## src/rtl/io_uart.sv

```systemverilog
// 8N1 UART on the 5-bit IO bus: TXDATA/RXDATA/STATUS/CTRL/DIV registers, level IRQs.
// Read data registered one cycle after address; TX line starts one cycle after accepted write.
// No backpressure: TX write while busy is dropped (tx_ovr), RX byte while full is dropped (rx_overrun).
module io_uart #(
    parameter logic [1:0]  BANK      = 2'd0,
    parameter logic [15:0] DIV_RESET = 16'd433
) (
    input  logic       clk,
    input  logic       reset,
    input  logic       pause,
    input  logic [4:0] io_readaddr,
    output logic [7:0] io_readdata,
    input  logic [4:0] io_writeaddr,
    input  logic [7:0] io_writedata,
    input  logic       io_write_en,
    output logic       irq_tx,
    output logic       irq_rx,
    input  logic       uart_rx,
    output logic       uart_tx
);

    localparam logic [2:0] REG_TXDATA = 3'd0;
    localparam logic [2:0] REG_RXDATA = 3'd1;
    localparam logic [2:0] REG_STATUS = 3'd2;
    localparam logic [2:0] REG_CTRL   = 3'd3;
    localparam logic [2:0] REG_DIVLO  = 3'd4;
    localparam logic [2:0] REG_DIVHI  = 3'd5;

    // Sticky STATUS flags; field order matches STATUS bits [5:1] so W1C data maps directly.
    typedef struct packed {
        logic tx_ovr;
        logic rx_ferr;
        logic rx_overrun;
        logic rx_valid;
        logic tx_done;
    } flags_t;

    typedef enum logic [1:0] {TX_IDLE, TX_START, TX_DATA, TX_STOP} tx_state_t;
    typedef enum logic [1:0] {RX_IDLE, RX_START, RX_DATA, RX_STOP} rx_state_t;

    // Programmer-visible registers
    logic [7:0]  tx_data;
    logic [7:0]  rx_data;
    logic [15:0] div;
    logic        tx_ie;
    logic        rx_ie;
    logic        err_ie;
    flags_t      flags;
    flags_t      fl_set;
    flags_t      fl_clr;

    // Bus decode
    logic        wr_acc;
    logic [2:0]  wr_reg;
    logic        wr_txdata;
    logic        tx_accept;
    logic        tx_drop;
    logic        wr_status;
    logic [7:0]  rd_mux;
    logic [7:0]  status;

    // TX path
    tx_state_t   tx_state;
    tx_state_t   tx_state_nx;
    logic        tx_pend;
    logic [15:0] tx_cnt;
    logic [7:0]  tx_shift;
    logic [2:0]  tx_bitcnt;
    logic        tx_line;
    logic        tx_tick;
    logic        tx_launch;
    logic        tx_finish;
    logic        tx_busy;

    // RX path
    rx_state_t   rx_state;
    rx_state_t   rx_state_nx;
    logic        rx_s1;
    logic        rx_s2;
    logic        rx_s3;
    logic        rx_fall;
    logic [15:0] rx_cnt;
    logic [7:0]  rx_shift;
    logic [2:0]  rx_bitcnt;
    logic        rx_tick;
    logic        rx_good;
    logic        rx_ovr_ev;
    logic        rx_ferr_ev;

    assign wr_acc    = io_write_en && !pause && (io_writeaddr[4:3] == BANK);
    assign wr_reg    = io_writeaddr[2:0];
    assign wr_txdata = wr_acc && (wr_reg == REG_TXDATA);
    assign wr_status = wr_acc && (wr_reg == REG_STATUS);
    assign tx_busy   = tx_pend || (tx_state != TX_IDLE);
    assign tx_accept = wr_txdata && !tx_busy;
    assign tx_drop   = wr_txdata && tx_busy;
    assign tx_tick   = (tx_cnt == 16'd0);
    assign rx_tick   = (rx_cnt == 16'd0);
    assign rx_fall   = rx_s3 && !rx_s2;

    assign status  = {2'b00, flags, tx_busy};
    assign irq_tx  = flags.tx_done & tx_ie;
    assign irq_rx  = (flags.rx_valid & rx_ie) | ((flags.rx_overrun | flags.rx_ferr) & err_ie);
    assign uart_tx = tx_line;

    // Configuration and data registers written from the bus
    always_ff @(posedge clk) begin
        if (reset) begin
            tx_data <= 8'h00;
            div     <= DIV_RESET;
            tx_ie   <= 1'b0;
            rx_ie   <= 1'b0;
            err_ie  <= 1'b0;
        end else begin
            if (tx_accept)
                tx_data <= io_writedata;
            if (wr_acc && wr_reg == REG_CTRL) begin
                tx_ie  <= io_writedata[0];
                rx_ie  <= io_writedata[1];
                err_ie <= io_writedata[2];
            end
            if (wr_acc && wr_reg == REG_DIVLO)
                div[7:0] <= io_writedata;
            if (wr_acc && wr_reg == REG_DIVHI)
                div[15:8] <= io_writedata;
        end
    end

    // Flag set/clear sources; a clear never masks a same-cycle set
    always_comb begin
        fl_set            = '0;
        fl_set.tx_ovr     = tx_drop;
        fl_set.rx_ferr    = rx_ferr_ev;
        fl_set.rx_overrun = rx_ovr_ev;
        fl_set.rx_valid   = rx_good;
        fl_set.tx_done    = tx_finish;
        fl_clr            = wr_status ? flags_t'(io_writedata[5:1]) : '0;
        fl_clr.tx_done    = fl_clr.tx_done | tx_accept;
    end

    // Sticky STATUS flags
    always_ff @(posedge clk) begin
        if (reset)
            flags <= '0;
        else
            flags <= fl_set | (flags & ~fl_clr);
    end

    // Read mux
    always_comb begin
        rd_mux = 8'h00;
        case (io_readaddr[2:0])
            REG_TXDATA: rd_mux = tx_data;
            REG_RXDATA: rd_mux = rx_data;
            REG_STATUS: rd_mux = status;
            REG_CTRL:   rd_mux = {5'b00000, err_ie, rx_ie, tx_ie};
            REG_DIVLO:  rd_mux = div[7:0];
            REG_DIVHI:  rd_mux = div[15:8];
            default:    rd_mux = 8'h00;
        endcase
    end

    // Registered read port, frozen while the pipeline is paused
    always_ff @(posedge clk) begin
        if (reset)
            io_readdata <= 8'h00;
        else if (!pause)
            io_readdata <= (io_readaddr[4:3] == BANK) ? rd_mux : 8'h00;
    end

    // TX state register
    always_ff @(posedge clk) begin
        if (reset)
            tx_state <= TX_IDLE;
        else
            tx_state <= tx_state_nx;
    end

    // TX next state; a pending byte launches one cycle after it was accepted
    always_comb begin
        tx_state_nx = tx_state;
        tx_launch   = 1'b0;
        tx_finish   = 1'b0;
        case (tx_state)
            TX_IDLE: begin
                if (tx_pend) begin
                    tx_state_nx = TX_START;
                    tx_launch   = 1'b1;
                end
            end
            TX_START: if (tx_tick) tx_state_nx = TX_DATA;
            TX_DATA:  if (tx_tick && tx_bitcnt == 3'd7) tx_state_nx = TX_STOP;
            TX_STOP: begin
                if (tx_tick) begin
                    tx_state_nx = TX_IDLE;
                    tx_finish   = 1'b1;
                end
            end
            default: tx_state_nx = TX_IDLE;
        endcase
    end

    // TX datapath: baud down-counter reloads from div at each bit boundary
    always_ff @(posedge clk) begin
        if (reset) begin
            tx_pend   <= 1'b0;
            tx_cnt    <= 16'd0;
            tx_shift  <= 8'h00;
            tx_bitcnt <= 3'd0;
            tx_line   <= 1'b1;
        end else begin
            if (tx_accept)
                tx_pend <= 1'b1;
            else if (tx_launch)
                tx_pend <= 1'b0;
            if (tx_state == TX_IDLE) begin
                if (tx_launch) begin
                    tx_line   <= 1'b0;
                    tx_cnt    <= div;
                    tx_shift  <= tx_data;
                    tx_bitcnt <= 3'd0;
                end
            end else if (!tx_tick) begin
                tx_cnt <= tx_cnt - 16'd1;
            end else begin
                tx_cnt <= div;
                case (tx_state)
                    TX_START: tx_line <= tx_shift[0];
                    TX_DATA: begin
                        if (tx_bitcnt == 3'd7) begin
                            tx_line <= 1'b1;
                        end else begin
                            tx_line   <= tx_shift[1];
                            tx_shift  <= tx_shift >> 1;
                            tx_bitcnt <= tx_bitcnt + 3'd1;
                        end
                    end
                    default: tx_line <= 1'b1;
                endcase
            end
        end
    end

    // RX synchronizer plus edge-detect stage
    always_ff @(posedge clk) begin
        if (reset) begin
            rx_s1 <= 1'b1;
            rx_s2 <= 1'b1;
            rx_s3 <= 1'b1;
        end else begin
            rx_s1 <= uart_rx;
            rx_s2 <= rx_s1;
            rx_s3 <= rx_s2;
        end
    end

    // RX state register
    always_ff @(posedge clk) begin
        if (reset)
            rx_state <= RX_IDLE;
        else
            rx_state <= rx_state_nx;
    end

    // RX next state and frame-completion events
    always_comb begin
        rx_state_nx = rx_state;
        rx_good     = 1'b0;
        rx_ovr_ev   = 1'b0;
        rx_ferr_ev  = 1'b0;
        case (rx_state)
            RX_IDLE:  if (rx_fall) rx_state_nx = RX_START;
            RX_START: if (rx_tick) rx_state_nx = rx_s2 ? RX_IDLE : RX_DATA;
            RX_DATA:  if (rx_tick && rx_bitcnt == 3'd7) rx_state_nx = RX_STOP;
            RX_STOP: begin
                if (rx_tick) begin
                    rx_state_nx = RX_IDLE;
                    if (!rx_s2)
                        rx_ferr_ev = 1'b1;
                    else if (flags.rx_valid)
                        rx_ovr_ev = 1'b1;
                    else
                        rx_good = 1'b1;
                end
            end
            default: rx_state_nx = RX_IDLE;
        endcase
    end

    // RX datapath: half-bit wait into the start bit, then full-bit spacing
    always_ff @(posedge clk) begin
        if (reset) begin
            rx_cnt    <= 16'd0;
            rx_shift  <= 8'h00;
            rx_bitcnt <= 3'd0;
            rx_data   <= 8'h00;
        end else begin
            if (rx_state == RX_IDLE) begin
                if (rx_fall)
                    rx_cnt <= div >> 1;
            end else if (!rx_tick) begin
                rx_cnt <= rx_cnt - 16'd1;
            end else begin
                rx_cnt <= div;
                if (rx_state == RX_START)
                    rx_bitcnt <= 3'd0;
                if (rx_state == RX_DATA) begin
                    rx_shift  <= {rx_s2, rx_shift[7:1]};
                    rx_bitcnt <= rx_bitcnt + 3'd1;
                end
            end
            if (rx_good)
                rx_data <= rx_shift;
        end
    end

endmodule
```

## config.mk

```make
export PLATFORM = sky130hd
export DESIGN_NAME = io_uart
export DESIGN_NICKNAME = d
export VERILOG_FILES = /design/src/rtl/io_uart.sv
export SDC_FILE = /design/constraint.sdc
export NUM_CORES = 1
export LEC_CHECK = 0
export CORE_UTILIZATION = 40
export CTS_BUF_LIST = sky130_fd_sc_hd__clkbuf_8
export CTS_CLUSTER_DIAMETER = 60
export DETAILED_ROUTE_END_ITERATION = 12
export PLACE_DENSITY = 0.53
export SETUP_SLACK_MARGIN = 0.02
export SYNTH_ARGS = -nofsm -noshare
export SYNTH_HDL_FRONTEND = slang
export SYNTH_SLANG_ARGS = --single-unit
```

## constraint.sdc

```tcl
create_clock -name clk -period 4 [get_ports clk]
set_input_delay 0.8 -clock clk [delete_from_list [all_inputs] [get_ports clk]]
set_output_delay 0.8 -clock clk [all_outputs]
set_load 0.02 [all_outputs]
```

==> reports/results.tsv, run 1 <==
stage	metric	value	unit
sta	min_period	2.880	ns
critical_path	arrival	3.15	ns
final_layout	final_nets	695	
synthesis	synth_flop_cell	dfxtp_1	
clock_network	clock-sinks	111	
power_and_ir_drop	p_switching	1.877	mW
routing	drt_iter0_markers	319	
final_layout	nFillCells	1386	
sta	worst_pin_slew	1.015	ns
global_route	antenna_found_initial	0	
critical_path	critPathMaxStageDelay	0.83	ns
die	die_w	121.2	µm
critical_path	path_delay_family	simple AND/OR/NAND/NOR gates	
synthesis	synth.most_common_cell	dfxtp_1	
synthesis	syn_nets	680	
synthesis	async_flop_share	0	
routing	wl_per_cell	19.00	µm
synthesis	ys_seq_area_frac	0.3910	
placed_design	gp_congestion	0.8542	
final_layout	diodes	0	
sta	min_period_over_period	0.7199	
synthesis	ys_warn_count	0	
run_status	outcome	completed	
die	die_area	14690	µm²
routing	drt-total-wl	15960	µm
critical_path	worstPathCellList	clkdlybuf4s50_1, or4b_2, nor2_1, and3_1, mux2i_1, nor2_1	
power_and_ir_drop	power_per_cell_area	656.7	nW/µm²
power_and_ir_drop	power.leakage	2.430	nW
critical_path	worstSetupStartpointType	primary input	
sta	rsz0062_at_grt	false	
routing	via_count	4835	
synthesis	synth_cell_type_count	65	
global_route	grt_start_max_net_pins	44	
clock_network	cts_buffers	9	
die	core_area	13880	µm²
placed_design	dpl.hpwl	10990	µm
final_layout	multi_input_area	3224	µm²
sta	setup_viol_count_final	0	
sta	setup_tns	0	ns
synthesis	synth_seq_cells	111	
routing	ant_nets	0	
critical_path	crit_required	4.27	ns
critical_path	critPathBufInv	1	
clock_network	cts_max_level	3	
power_and_ir_drop	intPower	2.302	mW
die	start_util	0.4094	
die	ios	34	
routing	viasPerCell	5.756	
run	cap_violations	0	
power_and_ir_drop	pwr-share-seq	0.344	
sta	slew_violations	0	
synthesis	yosys-top-cells-area	dfxtp_1 39%, mux2i_1 13%, nor2_1 5.3%	
critical_path	cp_max_fo	11	
critical_path	worst-setup-path-type	in -> reg	
sta	fin_skew	0.01561	ns
power_and_ir_drop	power_switching_share	0.4491	
clock_network	cts.hold.buffers_added	0	
global_route	grt_pass1_wl	25290	µm
die	num_rows	43	
clock_network	cts_setup_buffers	0	
clock_network	postCtsResizedCells	0	
final_layout	area_growth	11.98	%
sta	hold_viol	0	
critical_path	end_kind	flip-flop	
clock_network	clk_path_buf_depth	2	
synthesis	syn_avg_cell_area	8.880	µm²
synthesis	synth_cells	640	
critical_path	cp_slowest_cell	or4b_2	
synthesis	synth_edf_count	0	
final_layout	final_layout_size_suffix_gt1_frac	0.08333	
placed_design	port_buffers	33	
clock_network	root_buffer	clkbuf_8	
global_route	track_usage	0.2269	
final_layout	regArea	2222	µm²
sta	relSlewSlack	0.3214	
min_path	hold_class	reg -> reg	
routing	drcViolationCount	0	
sta	fmax	0.3473	GHz
die	die_h	121.2	µm
global_route	grt_pass1_vias	4702	
clock_network	cts_tree	done	
synthesis	netlist_area	5683	µm²
power_and_ir_drop	comb_power_share	0.481	
final_layout	fin_util	0.4584	
power_and_ir_drop	vdd_drop_max	0.3413	mV
global_route	grt_overflow_total	0	
power_and_ir_drop	pwr-share-clk	0.175	
routing	dr.pass1.iters	5	
synthesis	synth_top_area_frac	0.3910	
clock_network	clkTransAtPathRegs	0.11	ns
synthesis	synthTopCellsByCount	111 x dfxtp_1, 80 x nor2_1, 71 x mux2i_1, 44 x a21oi_1, 36 x nand2_1	
synthesis	synth_top_area_cell	dfxtp_1	
clock_network	clock_latency	0.40	ns
critical_path	cpMostUsedCell	nor2_1	
==> placed cells by master (no fill, tap or decap), types with 14 or more instances in the layout <==
cell	instances
nor2_1	80
a21oi_1	44
nor4_1	14
clkdlybuf4s50_1	32
inv_1	19
nor3_1	19
mux2i_1	71
o21ai_0	21
nand2_1	36
dfxtp_1	111
ha_1	17
==> stage by stage <==
| step | instance area, µm² | setup WS, ns | cells | power [mW] | hold slack [ns] |
|---|---|---|---|---|---|
| floorplan | 5683 | 1.433 | 640 | 2.926 | 0.3895 |
| global route | 6364 | 0.9664 | 840 | 4.477 | 0.4399 |
| detailed placement | 6162 | 0.6951 | 824 | 3.449 | 0.3945 |
| CTS | 6364 | 1.131 | 840 | 4.173 | 0.4206 |
| global placement | 6162 | 0.7312 | 824 | 3.388 | 0.3971 |
| finish | 6364 | 1.120 | 840 | 4.179 | 0.4190 |
==> kinds of logic (layout without fill, tap and decap cells) <==
| family | Yosys count | after routing | share of synthesized area |
|---|---|---|---|
| adders and majority gates | 17 | 17 | 0.03743 |
| muxes | 82 | 82 | 0.1548 |
| buffers and inverters | 61 | 81 | 0.04271 |
| and+or+nand+nor | 208 | 208 | 0.1803 |
| DFF | 111 | 111 | 0.3910 |
| xor gates and xnor gates | 10 | 10 | 0.01541 |
| AOI/OAI and AO/OA | 151 | 151 | 0.1783 |
==> final timing paths <==
check | slack [ns] | cells after the start | to | from
hold reg to reg | 0.42 | 1 | rx_s2$_SDFF_PP1_ | rx_s1$_SDFF_PP1_
hold / removal | 0.42 | 1 | rx_s2$_SDFF_PP1_ | rx_s1$_SDFF_PP1_
setup reg to reg | 1.22 | 5 | rx_bitcnt[0]$_SDFFE_PP0P_ | rx_cnt[2]$_SDFFE_PP0N_
setup / recovery | 1.12 | 6 | div[3]$_SDFFE_PP0P_ | pause
==> power by group through the flow <==
stage / clock network [mW] / registers [mW] / logic (mW)
2_1_floorplan: 0 / 1.41 / 1.51
3_3_place_gp: 0 / 1.45 / 1.94
3_5_place_dp: 0 / 1.45 / 2.00
4_1_cts: 0.746 / 1.43 / 2.00
5_1_grt: 0.784 / 1.46 / 2.23
6_report: 0.732 / 1.44 / 2.01
==> area by class of cell <==
class / instances / area share
well taps: 180 / 0.03539
repair buffers: 45 / 0.06528
clock buffers: 9 / 0.01947
multi-input cells: 468 / 0.5067
flip-flops and latches: 111 / 0.3492
clock inverters: 7 / 0.01219
inverters: 20 / 0.01180
==> metal layers <==
| layer | part of all wire | routed length (µm) | global-route usage | vias to the layer above |
|---|---|---|---|---|
| li1 | - | - | - | 2381 |
| met1 | 0.48 | 7581 | 0.3068 | 2295 |
| met2 | 0.45 | 7103 | 0.3464 | 128 |
| met3 | 0.050 | 804 | 0.04041 | 31 |
| met4 | 0.030 | 471 | 0.1127 | 0 |
| met5 | 0 | 0 | 0 | - |
==> registers in the layout, summed over array words and instances (netlist names), 8 cells and up, named ones only <==
register and flops:
tx_cnt 16, tx_shift 8, div 16, io_readdata 8
rx_cnt 16, rx_shift 8, rx_data 8, tx_data 8
(Power assumes the default switching activity.)
==> inputs of run 2 (changes only) <==
==> constraint.sdc (replaced) <==
create_clock -name clk -period 2.8 [get_ports clk]
set_input_delay 0.56 -clock clk [delete_from_list [all_inputs] [get_ports clk]]
set_output_delay 0.56 -clock clk [all_outputs]
set_load 0.02 [all_outputs]
==> reports/results.tsv, run 2 (synthesis results as in run 1) <==
stage	metric	value	unit	change
run_status	outcome	completed		unchanged
power_and_ir_drop	vdd_drop_max	0.3743	mV	was 0.3413 mV
critical_path	crit_path_start	rx_cnt[2]$_SDFFE_PP0N_		was pause
routing	ant_nets	0		unchanged
clock_network	clock_latency	0.39	ns	was 0.40 ns
clock_network	cts.hold.buffers_added	0		unchanged
power_and_ir_drop	pwr-share-clk	0.166		was 0.175
routing	drcViolationCount	0		unchanged
clock_network	clkTransAtPathRegs	0.10	ns	was 0.11 ns
final_layout	final_cell_mix	111 x dfxtp_1, 80 x nor2_1, 71 x mux2i_1, 44 x a21oi_1, 36 x nand2_1		unchanged
die	ios	34		unchanged
power_and_ir_drop	pwr-share-seq	0.333		was 0.344
final_layout	nFillCells	1379		was 1386
global_route	grt_pass1_vias	4791		was 4702
routing	viasPerCell	5.758		was 5.756
critical_path	r2r.worst_path.cells	5		unchanged
critical_path	cp_max_fo	14		was 11
routing	drt_iter0_markers	310		was 319
global_route	track_usage	0.2284		was 0.2269
min_path	hold_class	reg -> reg		unchanged
critical_path	timing.rr.start	rx_cnt[2]$_SDFFE_PP0N_		unchanged
routing	drt-total-wl	15760	µm	was 15960 µm
clock_network	postCtsResizedCells	0		unchanged
power_and_ir_drop	p_switching	2.680	mW	was 1.877 mW
global_route	antenna_found_initial	0		unchanged
critical_path	worstSetupStartpointType	flip-flop		was primary input
final_layout	final_nets	714		was 695
routing	dr.pass1.iters	5		unchanged
power_and_ir_drop	comb_power_share	0.501		was 0.481
die	die_w	121.2	µm	unchanged
clock_network	cts_buffers	9		unchanged
power_and_ir_drop	power_per_cell_area	942.1	nW/µm²	was 656.7 nW/µm²
critical_path	ff2ff_setup_slack	0.31	ns	was 1.22 ns
die	num_rows	43		unchanged
sta	hold_viol	0		unchanged
die	die_area	14690	µm²	unchanged
global_route	grt_overflow_total	0		unchanged
power_and_ir_drop	power_switching_share	0.4363		was 0.4491
sta	worst_pin_slew	0.9851	ns	was 1.015 ns
critical_path	worstPathCellList	or4_1, or2_1, o31a_1, a221oi_2, mux2i_1		was clkdlybuf4s50_1, or4b_2, nor2_1, and3_1, mux2i_1, nor2_1
critical_path	end_kind	flip-flop		unchanged
sta	setup_viol_count_final	0		unchanged
placed_design	dpl.hpwl	11250	µm	was 10990 µm
final_layout	layout_commonest_cell	dfxtp_1		unchanged
placed_design	dp.cells	843		was 824
sta	setup_tns	0	ns	unchanged
sta	fmax	0.4008	GHz	
global_route	grt_start_max_net_pins	38		was 44
critical_path	cp_slowest_cell	or4_1		was or4b_2
final_layout	final_cells	859		was 840
critical_path	arrival	2.81	ns	was 3.15 ns
clock_network	clock-sinks	111		unchanged
critical_path	worst-setup-path-type	reg -> reg		was in -> reg
final_layout	area_growth	14.75	%	was 11.98%
clock_network	cts_setup_buffers	0		unchanged
placed_design	port_buffers	33		unchanged
clock_network	root_buffer	clkbuf_8		unchanged
power_and_ir_drop	intPower	3.463	mW	was 2.302 mW
critical_path	critPathMaxStageDelay	0.68	ns	was 0.83 ns
clock_network	clk_path_buf_depth	2		unchanged
critical_path	crit_required	3.11	ns	was 4.27 ns
clock_network	cts_max_level	3		unchanged
power_and_ir_drop	power.leakage	2.519	nW	was 2.430 nW
routing	via_count	4946		was 4835
global_route	grt_pass1_wl	25670	µm	was 25290 µm
final_layout	final_layout_size_suffix_gt1_frac	0.1090		was 0.08333
final_layout	reg_top3	div (16), rx_cnt (16), tx_cnt (16)		unchanged
die	start_util	0.4094		unchanged
sta	slew_violations	0		unchanged
sta	min_period	2.495	ns	
final_layout	post-route-cell-area	6521	µm²	was 6364 µm²
sta	whs	0.4345	ns	was 0.4190 ns
sta	min_period_over_period	0.8911		
sta	relSlewSlack	0.3433		was 0.3214
clock_network	cts_tree	done		unchanged
final_layout	diodes	0		unchanged
routing	wl_per_cell	18.34	µm	was 19.00 µm
placed_design	place_area	6317	µm²	was 6162 µm²
die	core_area	13880	µm²	unchanged
sta	fin_skew	0.009593	ns	was 0.01561 ns
placed_design	gp_congestion	0.8386		was 0.8542
die	die_h	121.2	µm	unchanged
run	cap_violations	0		unchanged
sta	rsz0062_at_grt	false		unchanged
[run 2: critical path: cells and delay by family (launching register included)]
kind / cells / cell delay, ns
flip-flops: 1 / 0.37
AND/OR/NAND/NOR: 2 / 1.18
multiplexers: 1 / 0.22
AO/OA/AOI/OAI: 2 / 0.66
[run 2: routing by layer]
layer,vias to the layer above,part of all wire,global-route usage
met1,2381,0.47,0.3116
met3,17,0.049,0.04323
met5,-,0,0
li1,2427,-,-
met2,121,0.46,0.3636
met4,0,0.017,0.06944
[run 2: per-stage QoR]
step | utilization | setup WS, ns | total power [mW]
after floorplan | - | 0.4734 | 4.180
after global placement | 0.4551 | 0.1904 | 5.065
after detailed placement | 0.4551 | 0.1704 | 5.125
after CTS | 0.4698 | 0.2883 | 6.155
after global routing | 0.4698 | 0.1448 | 6.636
final | 0.4698 | 0.3050 | 6.143
[run 2: area by class of cell]
cell class | count | area [µm²] | area share
Clock buffer | 9 | 123.9 | 0.01899
Inverter | 20 | 75.07 | 0.01151
Multi-Input combinational cell | 468 | 3224 | 0.4944
Clock inverter | 7 | 80.08 | 0.01228
Tap cell | 180 | 225.2 | 0.03454
Timing Repair Buffer | 64 | 570.5 | 0.08749
Sequential cell | 111 | 2222 | 0.3408
[run 2: worst min-delay path by stage]
stage,endpoint,slack [ns],from,cells after the start
floorplan,rx_s2$_SDFF_PP1_,0.39,rx_s1$_SDFF_PP1_,1
global placement,rx_s2$_SDFF_PP1_,0.40,rx_s1$_SDFF_PP1_,1
detailed placement,rx_s2$_SDFF_PP1_,0.41,rx_s1$_SDFF_PP1_,1
CTS,rx_s2$_SDFF_PP1_,0.44,rx_s1$_SDFF_PP1_,1
global route,rx_s2$_SDFF_PP1_,0.45,rx_s1$_SDFF_PP1_,1
finish,rx_s2$_SDFF_PP1_,0.43,rx_s1$_SDFF_PP1_,1
[run 2: power groups by stage]
stage	Combinational (mW)	Clock, mW	Sequential [mW]
6_report	3.08	1.02	2.05
5_1_grt	3.42	1.13	2.09
4_1_cts	3.06	1.06	2.04
3_5_place_dp	3.05	0	2.08
3_3_place_gp	3.00	0	2.06
2_1_floorplan	2.16	0	2.02
==> inputs of run 3 (changes only) <==
--- a/config.mk
+++ b/config.mk
@@ -5,12 +5,13 @@
 export SDC_FILE = /design/constraint.sdc
 export NUM_CORES = 1
 export LEC_CHECK = 0
-export CORE_UTILIZATION = 40
+export CORE_UTILIZATION = 55
 export CTS_BUF_LIST = sky130_fd_sc_hd__clkbuf_8
 export CTS_CLUSTER_DIAMETER = 60
 export DETAILED_ROUTE_END_ITERATION = 12
-export PLACE_DENSITY = 0.53
+export PLACE_DENSITY = 0.71
 export SETUP_SLACK_MARGIN = 0.02
+export SKIP_CTS_REPAIR_TIMING = 1
 export SYNTH_ARGS = -nofsm -noshare
 export SYNTH_HDL_FRONTEND = slang
 export SYNTH_SLANG_ARGS = --single-unit
==> reports/results.tsv, run 3 (synthesis results as in run 1) <==
stage	metric	value	unit	change
run_status	outcome	completed		unchanged
routing	ant_nets	0		unchanged
final_layout	diodes	0		unchanged
critical_path	arrival	2.59	ns	was 2.81 ns
sta	hold_viol	0		unchanged
sta	worst_pin_slew	0.9791	ns	was 0.9851 ns
sta	slew_violations	0		unchanged
final_layout	final_cell_mix	111 x dfxtp_1, 80 x nor2_1, 71 x mux2i_1, 44 x a21oi_1, 36 x nand2_1		unchanged
min_path	hold_class	reg -> reg		unchanged
final_layout	area_growth	12.88	%	was 14.75%
global_route	grt_pass1_vias	4869		was 4791
final_layout	reg_top3	div (16), rx_cnt (16), tx_cnt (16)		unchanged
final_layout	final_cells	809		was 859
clock_network	cts_buffers	9		unchanged
critical_path	cp_max_fo	9		was 14
global_route	grt_start_max_net_pins	41		was 38
final_layout	layout_commonest_cell	dfxtp_1		unchanged
routing	wl_per_cell	18.10	µm	was 18.34 µm
global_route	grt_pass1_wl	24320	µm	was 25670 µm
sta	setup_ws	0.4752	ns	was 0.3050 ns
clock_network	cts_tree	done		unchanged
placed_design	dp_slack	0.1552	ns	was 0.1704 ns
final_layout	fin_util	0.6473		was 0.4698
routing	dr.pass1.iters	5		unchanged
sta	fin_skew	0.01417	ns	was 0.009593 ns
die	die_w	103.7	µm	was 121.2 µm
placed_design	place_area	6236	µm²	was 6317 µm²
die	num_rows	36		was 43
clock_network	clock_latency	0.39	ns	about the same
global_route	track_usage	0.2817		was 0.2284
global_route	grt_overflow_total	0		unchanged
run	cap_violations	0		unchanged
routing	drt_iter0_markers	271		was 310
critical_path	worstSetupStartpointType	flip-flop		unchanged
clock_network	root_buffer	clkbuf_8		unchanged
placed_design	gp_congestion	0.8915		was 0.8386
final_layout	nFillCells	852		was 1379
sta	min_period_over_period	0.8303		was 0.8911
routing	viasPerCell	6.155		was 5.758
routing	drt-total-wl	14650	µm	was 15760 µm
power_and_ir_drop	power_per_cell_area	930.5	nW/µm²	was 942.1 nW/µm²
final_layout	final_nets	711		was 714
min_path	hold_depth	1		unchanged
critical_path	r2r.worst_path.cells	8		was 5
clock_network	clock-sinks	111		unchanged
routing	drcViolationCount	0		unchanged
die	die_h	103.7	µm	was 121.2 µm
die	die_area	10740	µm²	was 14690 µm²
sta	relSlewSlack	0.3457		was 0.3433
die	ios	34		unchanged
power_and_ir_drop	power.leakage	2.501	nW	was 2.519 nW
critical_path	end_kind	flip-flop		unchanged
sta	fmax	0.4301	GHz	was 0.4008 GHz
placed_design	dpl.hpwl	10340	µm	was 11250 µm
placed_design	port_buffers	33		unchanged
power_and_ir_drop	vdd_drop_max	0.5087	mV	was 0.3743 mV
global_route	antenna_found_initial	0		unchanged
die	start_util	0.5735		was 0.4094
sta	setup_tns	0	ns	unchanged
final_layout	final_layout_size_suffix_gt1_frac	0.1050		was 0.1090
clock_network	clkTransAtPathRegs	0.11	ns	was 0.10 ns
sta	setup_viol_count_final	0		unchanged
critical_path	worst-setup-path-type	reg -> reg		unchanged
sta	min_period	2.325	ns	was 2.495 ns
die	core_area	9910	µm²	was 13880 µm²
critical_path	crit_required	3.07	ns	was 3.11 ns
sta	rsz0062_at_grt	false		unchanged
clock_network	cts_max_level	3		unchanged
clock_network	clk_path_buf_depth	2		unchanged
power_and_ir_drop	design_power_total	5.969	mW	was 6.143 mW
routing	via_count	4979		was 4946
final_layout	post-route-cell-area	6415	µm²	was 6521 µm²
sta	whs	0.4385	ns	was 0.4345 ns
placed_design	dp.cells	793		was 843
-- run 3: cell types whose count changed in the layout (fill, tap and decap cells not counted), sizes merged --
cell      change
clkinvlp      -1
buf           -3
bufinv        -1
clkinv        +2
-- run 3: worst paths after layout --
| path | start | endpoint | slack, ns |
|---|---|---|---|
| worst max register to register | tx_cnt[0]$_SDFFE_PP0P_ | tx_shift[5]$_SDFFE_PP0P_ | 0.48 |
| worst max-delay path | tx_cnt[0]$_SDFFE_PP0P_ | tx_shift[5]$_SDFFE_PP0P_ | 0.48 |
| worst min-delay path | rx_s1$_SDFF_PP1_ | rx_s2$_SDFF_PP1_ | 0.44 |
| worst min register to register | rx_s1$_SDFF_PP1_ | rx_s2$_SDFF_PP1_ | 0.44 |
-- run 3: worst max-delay path: stages, from the launching register on --
cell      delay (ns)
dfxtp_1         0.35
inv_1           0.12
ha_1            0.15
nor4b_1         0.23
buf_4           0.18
nand4_1         0.26
o21ai_2         0.43
and2_1          0.36
a211oi_1        0.12
-- run 3: where the power goes --
| part | switching (mW) | internal [mW] | leakage (nW) | total, mW |
|---|---|---|---|---|
| sequential | 0.246 | 1.80 | 0.899 | 2.05 |
| combinational | 1.79 | 1.19 | 1.50 | 2.98 |
| clock | 0.597 | 0.337 | 0.0972 | 0.935 |
-- run 3: area by class of cell --
type	instances	area, µm²	share of cell area
tap	133	166.4	0.02594
clock buffer	9	123.9	0.01931
clock inverter	7	55.05	0.008582
timing repair buffer	61	548.0	0.08543
inverter	20	75.07	0.01170
multi-input combinational	468	3224	0.5026
sequential	111	2222	0.3464
-- run 3: per-layer routing --
layer | GRT usage | share of wire | vias to the layer above
li1 | - | - | 2418
met1 | 0.3712 | 0.46 | 2389
met2 | 0.4535 | 0.46 | 146
met3 | 0.06104 | 0.049 | 26
met4 | 0.1041 | 0.025 | 0
met5 | 0 | 0 | -
